`src/rtl/dmem_arb_pkg.sv`:
```
// Shared types and constants for the data-memory round-robin arbiter.
// No logic; holds the master-index type and the perf counter width.
package dmem_arb_pkg;
  localparam int N_MST_MAX  = 8;
  localparam int MST_IDX_W  = $clog2(N_MST_MAX);
  localparam int MEM_RD_LAT = 1;
  localparam int PERF_CNT_W = 32;

  typedef logic [MST_IDX_W-1:0] mst_idx_t;
endpackage

```
`src/rtl/rr_arbiter.sv`:
```
// Generic N-way round-robin picker: first requester at or after ptr wins.
// Latency: purely combinational, no state.
// Backpressure: none; a winner is reported whenever any request is present.
module rr_arbiter
  import dmem_arb_pkg::*;
#(
  parameter int N = 2
) (
  input  logic [N-1:0] req,
  input  mst_idx_t     ptr,
  output logic [N-1:0] gnt,
  output mst_idx_t     idx,
  output logic         vld
);

  // Outer loop walks priority order from ptr; the inner loop keeps every
  // vector index constant after unrolling.
  always_comb begin
    gnt = '0;
    idx = '0;
    vld = 1'b0;
    for (int i = 0; i < N; i++) begin
      for (int k = 0; k < N; k++) begin
        if (!vld && req[k] && (k == ((int'(ptr) + i) % N))) begin
          vld    = 1'b1;
          gnt[k] = 1'b1;
          idx    = mst_idx_t'(k);
        end
      end
    end
  end

endmodule

```
`src/rtl/dmem_rr_arbiter.sv`:
```
// Round-robin share of one single-port data SRAM among N_MST LSU ports (req/gnt/rvalid).
// Latency: grant same cycle as request, rvalid one cycle after grant; new grant every cycle.
// Backpressure: losers see gnt low and hold their request; DMEM_ARB_PERF_EN adds perf counters.
module dmem_rr_arbiter
  import dmem_arb_pkg::*;
#(
  parameter int N_MST  = 2,
  parameter int ADDR_W = 32,
  parameter int DATA_W = 32
) (
  input  logic                        clk_i,
  input  logic                        rst_i,
  input  logic [N_MST-1:0]            m_req_i,
  input  logic [N_MST*ADDR_W-1:0]     m_addr_i,
  input  logic [N_MST-1:0]            m_we_i,
  input  logic [N_MST*DATA_W/8-1:0]   m_be_i,
  input  logic [N_MST*DATA_W-1:0]     m_wdata_i,
  output logic [N_MST-1:0]            m_gnt_o,
  output logic [N_MST-1:0]            m_rvalid_o,
  output logic [DATA_W-1:0]           m_rdata_o,
  output logic                        mem_req_o,
  output logic [ADDR_W-1:0]           mem_addr_o,
  output logic                        mem_we_o,
  output logic [DATA_W/8-1:0]         mem_be_o,
  output logic [DATA_W-1:0]           mem_wdata_o,
  input  logic [DATA_W-1:0]           mem_rdata_i
`ifdef DMEM_ARB_PERF_EN
  ,
  output logic [N_MST*32-1:0]         perf_gnt_cnt_o,
  output logic [31:0]                 perf_conflict_cnt_o
`endif
);

  localparam int BE_W = DATA_W / 8;

  mst_idx_t         prio_ptr;
  mst_idx_t         owner_q;
  logic             rvalid_q;
  logic [N_MST-1:0] gnt;
  mst_idx_t         win;
  logic             gnt_any;

  rr_arbiter #(.N(N_MST)) u_rr (
    .req (m_req_i),
    .ptr (prio_ptr),
    .gnt (gnt),
    .idx (win),
    .vld (gnt_any)
  );

  assign m_gnt_o   = gnt;
  assign mem_req_o = |m_req_i;
  assign m_rdata_o = mem_rdata_i;

  always_comb begin
    mem_addr_o  = '0;
    mem_we_o    = 1'b0;
    mem_be_o    = '0;
    mem_wdata_o = '0;
    for (int i = 0; i < N_MST; i++) begin
      if (gnt[i]) begin
        mem_addr_o  = m_addr_i[i*ADDR_W +: ADDR_W];
        mem_we_o    = m_we_i[i];
        mem_be_o    = m_be_i[i*BE_W +: BE_W];
        mem_wdata_o = m_wdata_i[i*DATA_W +: DATA_W];
      end
    end
  end

  // Pointer moves past the winner so it becomes lowest priority next cycle.
  always_ff @(posedge clk_i or posedge rst_i) begin
    if (rst_i) begin
      prio_ptr <= '0;
      owner_q  <= '0;
      rvalid_q <= 1'b0;
    end else begin
      rvalid_q <= gnt_any;
      if (gnt_any) begin
        owner_q  <= win;
        prio_ptr <= (int'(win) == N_MST - 1) ? '0 : win + mst_idx_t'(1);
      end
    end
  end

  always_comb begin
    m_rvalid_o = '0;
    for (int i = 0; i < N_MST; i++) begin
      m_rvalid_o[i] = rvalid_q && (int'(owner_q) == i);
    end
  end

`ifdef DMEM_ARB_PERF_EN
  logic [PERF_CNT_W-1:0] gnt_cnt [N_MST];
  logic [PERF_CNT_W-1:0] conflict_cnt;

  // Counters stick at all-ones rather than wrapping.
  always_ff @(posedge clk_i or posedge rst_i) begin
    if (rst_i) begin
      for (int i = 0; i < N_MST; i++) gnt_cnt[i] <= '0;
      conflict_cnt <= '0;
    end else begin
      for (int i = 0; i < N_MST; i++) begin
        if (gnt[i] && (gnt_cnt[i] != '1)) gnt_cnt[i] <= gnt_cnt[i] + 1'b1;
      end
      if (($countones(m_req_i) >= 2) && (conflict_cnt != '1))
        conflict_cnt <= conflict_cnt + 1'b1;
    end
  end

  for (genvar g = 0; g < N_MST; g++) begin : g_perf
    assign perf_gnt_cnt_o[g*32 +: 32] = gnt_cnt[g];
  end
  assign perf_conflict_cnt_o = conflict_cnt;
`endif

endmodule
```
`config.mk`:
```
export PLATFORM = sky130hd
export DESIGN_NAME = dmem_rr_arbiter
export DESIGN_NICKNAME = d
export VERILOG_FILES = /design/src/rtl/dmem_arb_pkg.sv /design/src/rtl/rr_arbiter.sv /design/src/rtl/dmem_rr_arbiter.sv
export SDC_FILE = /design/constraint.sdc
export NUM_CORES = 1
export LEC_CHECK = 0
export CORE_AREA = 2 2 109 111
export DETAILED_ROUTE_END_ITERATION = 10
export DIE_AREA = 0 0 111 113
export HOLD_SLACK_MARGIN = 0.06
export SYNTH_ARGS = -nofsm -noshare
export SYNTH_HDL_FRONTEND = slang
export SYNTH_HIERARCHICAL = 1
export SYNTH_SLANG_ARGS = --single-unit
```
`constraint.sdc`:
```
create_clock -name clk_i -period 1.4 [get_ports clk_i]
set_input_delay 0.21 -clock clk_i [delete_from_list [all_inputs] [get_ports clk_i]]
set_output_delay 0.21 -clock clk_i [all_outputs]
set_load 0.1 [all_outputs]
```
**Word-level counts from Yosys, hierarchy flattened**

Cells that the tools add are included.

- Muxes and demuxes: 19
- Order comparisons: 0
- Equality and inequality tests: 3
- $add $sub $neg: 2
- Div/mod/pow operators: 0
- Shift operators: 0
- Multiply operators: 0
- Reductions and logical operators: 16
- Bitwise gates (word level): 1

Operator list:

| kind | number |
|---|---|
| 32-bit two-way mux | 4 |
| 32-bit logical NOT | 2 |
| 1-bit two-way mux | 13 |
| 1-bit logical AND | 9 |
| 4-bit two-way mux | 2 |
| 3-bit by 2-bit equality test with 1-bit output (second input constant) | 2 |
| 1-bit logical NOT | 3 |
| 3-bit logical NOT | 1 |
| 1-bit adder (second input constant) | 2 |
| 2-bit equality test (first input constant) | 1 |
| 2-bit OR reduction | 1 |
| 1-bit bitwise AND (first input constant) | 1 |

- Bits in writable memories: 0
- Word-level logic and storage cells: 44
- Bits in read-only memories: 0
- Memories kept: 0
- Bits in registers: 5
- Output and inout port bits: 106
- Bits of input ports: 174
- Latch bits: 0

**Logic depth before layout (Yosys ltp)**

- Depth after elaboration: 17
- Depth in mapped cells: 7
- Mapped depth without buffers: 4

**Modules after synthesis**

Netlist, hierarchy kept.

By module, submodules not included:

| module | cells each | area each (um^2) | times used | seq. area each (um^2) |
|---|---|---|---|---|
| dmem_rr_arbiter | 146 | 1263.7 | 1 | 175.2 |
| rr_arbiter | 8 | 51.3 | 1 | 0.0 |

**Worst setup path after synthesis**

OpenSTA, ideal clock, no wires.

- Kind: register to output
- From: register owner_q[0]
- To: output m_rvalid_o[0]
- Arrival: 3522 ps
- Required time: 1190 ps
- Buffers on the path: 0
- Stages on the path, launching flop included: 2
- Slack: -2332 ps
- Cells stage by stage: dfrtp_1 nor4b_1

- Cells in the longest elaborated chain, start to end: 2

Ends and longest elaborated chain:

| item | RTL line | source |
|---|---|---|
| start: declaration | dmem_rr_arbiter.sv:37 | `mst_idx_t owner_q;` |
| start signal: assignment | dmem_rr_arbiter.sv:79 | `owner_q <= win;` |
| 3-bit logical NOT | dmem_rr_arbiter.sv:88 | `m_rvalid_o[i] = rvalid_q && (int'(owner_q) == i);` |
| 1-bit logical AND | dmem_rr_arbiter.sv:88 |  |
| end: declaration | dmem_rr_arbiter.sv:19 | `output logic [N_MST-1:0] m_rvalid_o,` |

No other way between the ends.

**Worst setup path after layout**

- From: register prio_ptr[0]
- To: output mem_addr_o[24]

- Cells in the longest elaborated chain, start to end: 16
- Elaborated cells on any way between the ends: 23
- Those cells by class: 1 x add/sub; 1 x eq/ne; 8 x mux; 1 x bitwise; 12 x reduce/logical

Ends and longest elaborated chain:

| item | RTL line | source |
|---|---|---|
| start: declaration | dmem_rr_arbiter.sv:36 | `mst_idx_t prio_ptr;` |
| start signal: assignment | dmem_rr_arbiter.sv:80 | `prio_ptr <= (int'(win) == N_MST - 1) ? '0 : win + mst_idx_t'(1);` |
| 32-bit logical NOT | rr_arbiter.sv:24 | `if (!vld && req[k] && (k == ((int'(ptr) + i) % N))) begin` |
| 1-bit logical AND | rr_arbiter.sv:24 |  |
| 1-bit two-way mux | rr_arbiter.sv:24 |  |
| 1-bit logical NOT | rr_arbiter.sv:24 |  |
| 1-bit logical AND (2 in series) | rr_arbiter.sv:24 |  |
| 1-bit two-way mux | rr_arbiter.sv:24 |  |
| 1-bit logical NOT | rr_arbiter.sv:24 |  |
| 1-bit logical AND (2 in series) | rr_arbiter.sv:24 |  |
| 1-bit two-way mux | rr_arbiter.sv:24 |  |
| 1-bit logical NOT | rr_arbiter.sv:24 |  |
| 1-bit logical AND (2 in series) | rr_arbiter.sv:24 |  |
| 1-bit two-way mux | rr_arbiter.sv:24 |  |
| 32-bit two-way mux (*) | dmem_rr_arbiter.sv:61 | `if (gnt[i]) begin` |
| end: declaration | dmem_rr_arbiter.sv:22 | `output logic [ADDR_W-1:0] mem_addr_o,` |

Every way passes the cells marked *; elsewhere a longest branch is shown, timed or not.

==> summary.txt <==
Critical path
  • Worst reg2reg path startpoint: prio_ptr[0]$_DFFE_PP0P_
  • Setup CP Type: flop to output pin
  • CP Launch Point: prio_ptr[0]$_DFFE_PP0P_
  • Max incr delay on CP: 420 ps
  • Slowest cell on the critical path: dfrtp_1
  • Cell family with most CP delay: buffers and inverters
  • Critical path peak fanout: 16
  • Worst EP arrival: 1680 ps
  • Startpoint types: flop
  • CP Data Required Time: 1190 ps
  • Crit. End Element: output pin
  • Crit path top cell by count: buf_12
  • Critical path buffers and inverters: 4
  • Reg2reg setup slack: 320 ps
  • Cell Chain, Critical Path: inv_2 -> a21boi_4 -> nor2b_4 -> buf_12 -> buf_16 -> a22o_4 -> buf_12

Run status
  • Status: complete, but fails checks
  • Failing checks: setup timing

Synthesis
  • Synth Instances: 144
  • Syn avg cell area: 8.428 um2
  • Syn Std Cell Area: 0.001214 mm2
  • Ys Warns: 6

Final layout
  • Area grow syn2layout: 327.0%
  • # diodes: 0
  • FILL cells: 1,000
  • Layout cells sized above 1: 0.5569
  • Final core occ: 0.4598
  • Nets@finish: 518

Drt
  • First-pass DRT Iterations: 4
  • Drt total wl: 8503 um
  • Initial drt markers: 44
  • Number of vias per cell: 4.144
  • Vias: 2,014
  • Wirelength per Cell: 17.50 um
  • Routed Antenna Nets: 0
  • # DRC: 0

GRT
  • Largest net degree at the start of global routing: 18
  • Vias in the first global route: 2,258
  • Total GRT Usage: 0.1270
  • Initial antenna violation count: 0
  • Total gr overflow: 0
  • Global-route wire length before repair: 12,820 um

Timing
  • Final worst setup slack: -490.9 ps
  • Peak Freq: 528.9 MHz
  • Final setup viols: 73
  • Post-route clock period utilization: 1.351
  • Final hold violations: 0
  • Clock skew: 0.02465 ps
  • Post-layout min period: 1891 ps
  • WHS: 184.0 ps
  • Slew Viols, Final: 0
  • RSZ-0062 raised after global routing: yes

Placed design
  • Global placer's final weighted congestion: 0.7801
  • Port Buffer Count: 215
  • Dpl hpwl: 6955 um

Clocking
  • Clk_lat worst skew: 220 ps
  • H-Tree Depth: 1
  • CTS tree: yes
  • Clk sinks: 5
  • CTS root buf: clkbuf_16
  • Maximum buffer depth of the clock tree: 2
  • Clock-pin slew on the worst setup and hold paths: 30 ps
  • Hold-fix buffers, CTS: 0
  • CTS buffer count: 3

Power
  • Leak Pwr: 2.198 nW
  • Power per Cell Area: 818.2 mW/mm2
  • Worst IR Drop VDD: 0.0003870 V

Die
  • Row count: 39
  • Height of the die: 113 um
  • Starting Density: 0.1077
  • # IOs: 280
  • Die Width: 111 um
  • Core Box Area: 0.01127 mm2
  • Die ar.: 0.01254 mm2

Run
  • Maximum Capacitance Violations: 0

Hold path
  • Min-delay worst type: primary input to asynchronous set/reset pin
[stage by stage]
step / power (mW) / instances / instance area (um2) / worst slack (ps) / setup TNS (ps)
after floorplan: 2.658 / 145 / 1943 / -957.8 / -53280
after global placement: 3.621 / 471 / 4802 / -592.3 / -41270
after detailed placement: 3.644 / 471 / 4802 / -616.7 / -42850
after CTS: 4.267 / 486 / 5150 / -499.5 / -33650
after global routing: 4.362 / 486 / 5182 / -556.6 / -37460
final: 4.240 / 486 / 5182 / -490.9 / -32990
[registers in the layout, summed over array words and instances (netlist names)]
name      count
rvalid_q      1
prio_ptr      1
owner_q       3
[worst register-to-register path, delay by kind of cell (launching register included)]
family	cells	cell delay (ps)
flops	1	420
mux	1	260
buf+inv	2	210
compound gates	1	70
[metal layers]
layer | GRT usage | vias to the layer above | wire, um
met3 | 0.04392 | 14 | 924
met1 | 0.1381 | 935 | 2940
li1 | - | 932 | -
met4 | 0.02333 | 0 | 93
met5 | 0 | - | 0
met2 | 0.2405 | 133 | 4545
[final cells by class]
cell class / count / area [um2] / area share
timing repair buffer: 244 / 3388 / 0.6538
multi-input combinational: 88 / 1401 / 0.2704
tap: 143 / 178.9 / 0.03452
sequential: 5 / 127.6 / 0.02463
clock buffer: 4 / 78.83 / 0.01521
inverter: 2 / 7.507 / 0.001449
[where the power goes]
part	leakage (nW)	total, mW	internal, mW	switching (mW)
logic	2.10	3.60	1.62	1.98
registers	0.0547	0.177	0.159	0.0180
clock network	0.0382	0.463	0.377	0.0865
[worst paths after layout]
path	end	cells after the start
worst max-delay path	mem_addr_o[24]	7
worst min-delay path	rvalid_q$_DFF_PP0_	2
worst max register to register	owner_q[0]$_DFFE_PP0P_	4
worst min register to register	owner_q[0]$_DFFE_PP0P_	1
max in group asynchronous	owner_q[1]$_DFFE_PP0P_	2
min in group clk_i	m_rdata_o[0]	0
[cell usage in the layout, fill, tap and decap left out, types with 2 or more instances in the layout]
| cell type | n |
|---|---|
| nand2_2 | 4 |
| buf_6 | 6 |
| a21boi_4 | 2 |
| clkdlybuf4s50_1 | 139 |
| mux2_2 | 3 |
| dlygate4sd2_1 | 2 |
| buf_8 | 2 |
| clkbuf_16 | 4 |
| buf_4 | 6 |
| dfrtp_1 | 3 |
| buf_12 | 82 |
| conb_1 | 2 |
| buf_16 | 5 |
| o21ai_4 | 2 |
| dfrtp_2 | 2 |
| a22o_4 | 67 |
[repair_timing]
action | 4_1_cts | 5_1_grt
pin swaps | 3 | 5
hold endpoints to repair | 0 | 0
resized for setup | 20 | 6
setup endpoints to repair | 77 | 73
setup buffers | 6 | 0
gates cloned | 5 | 1
Power figures use the tool's default switching activity.
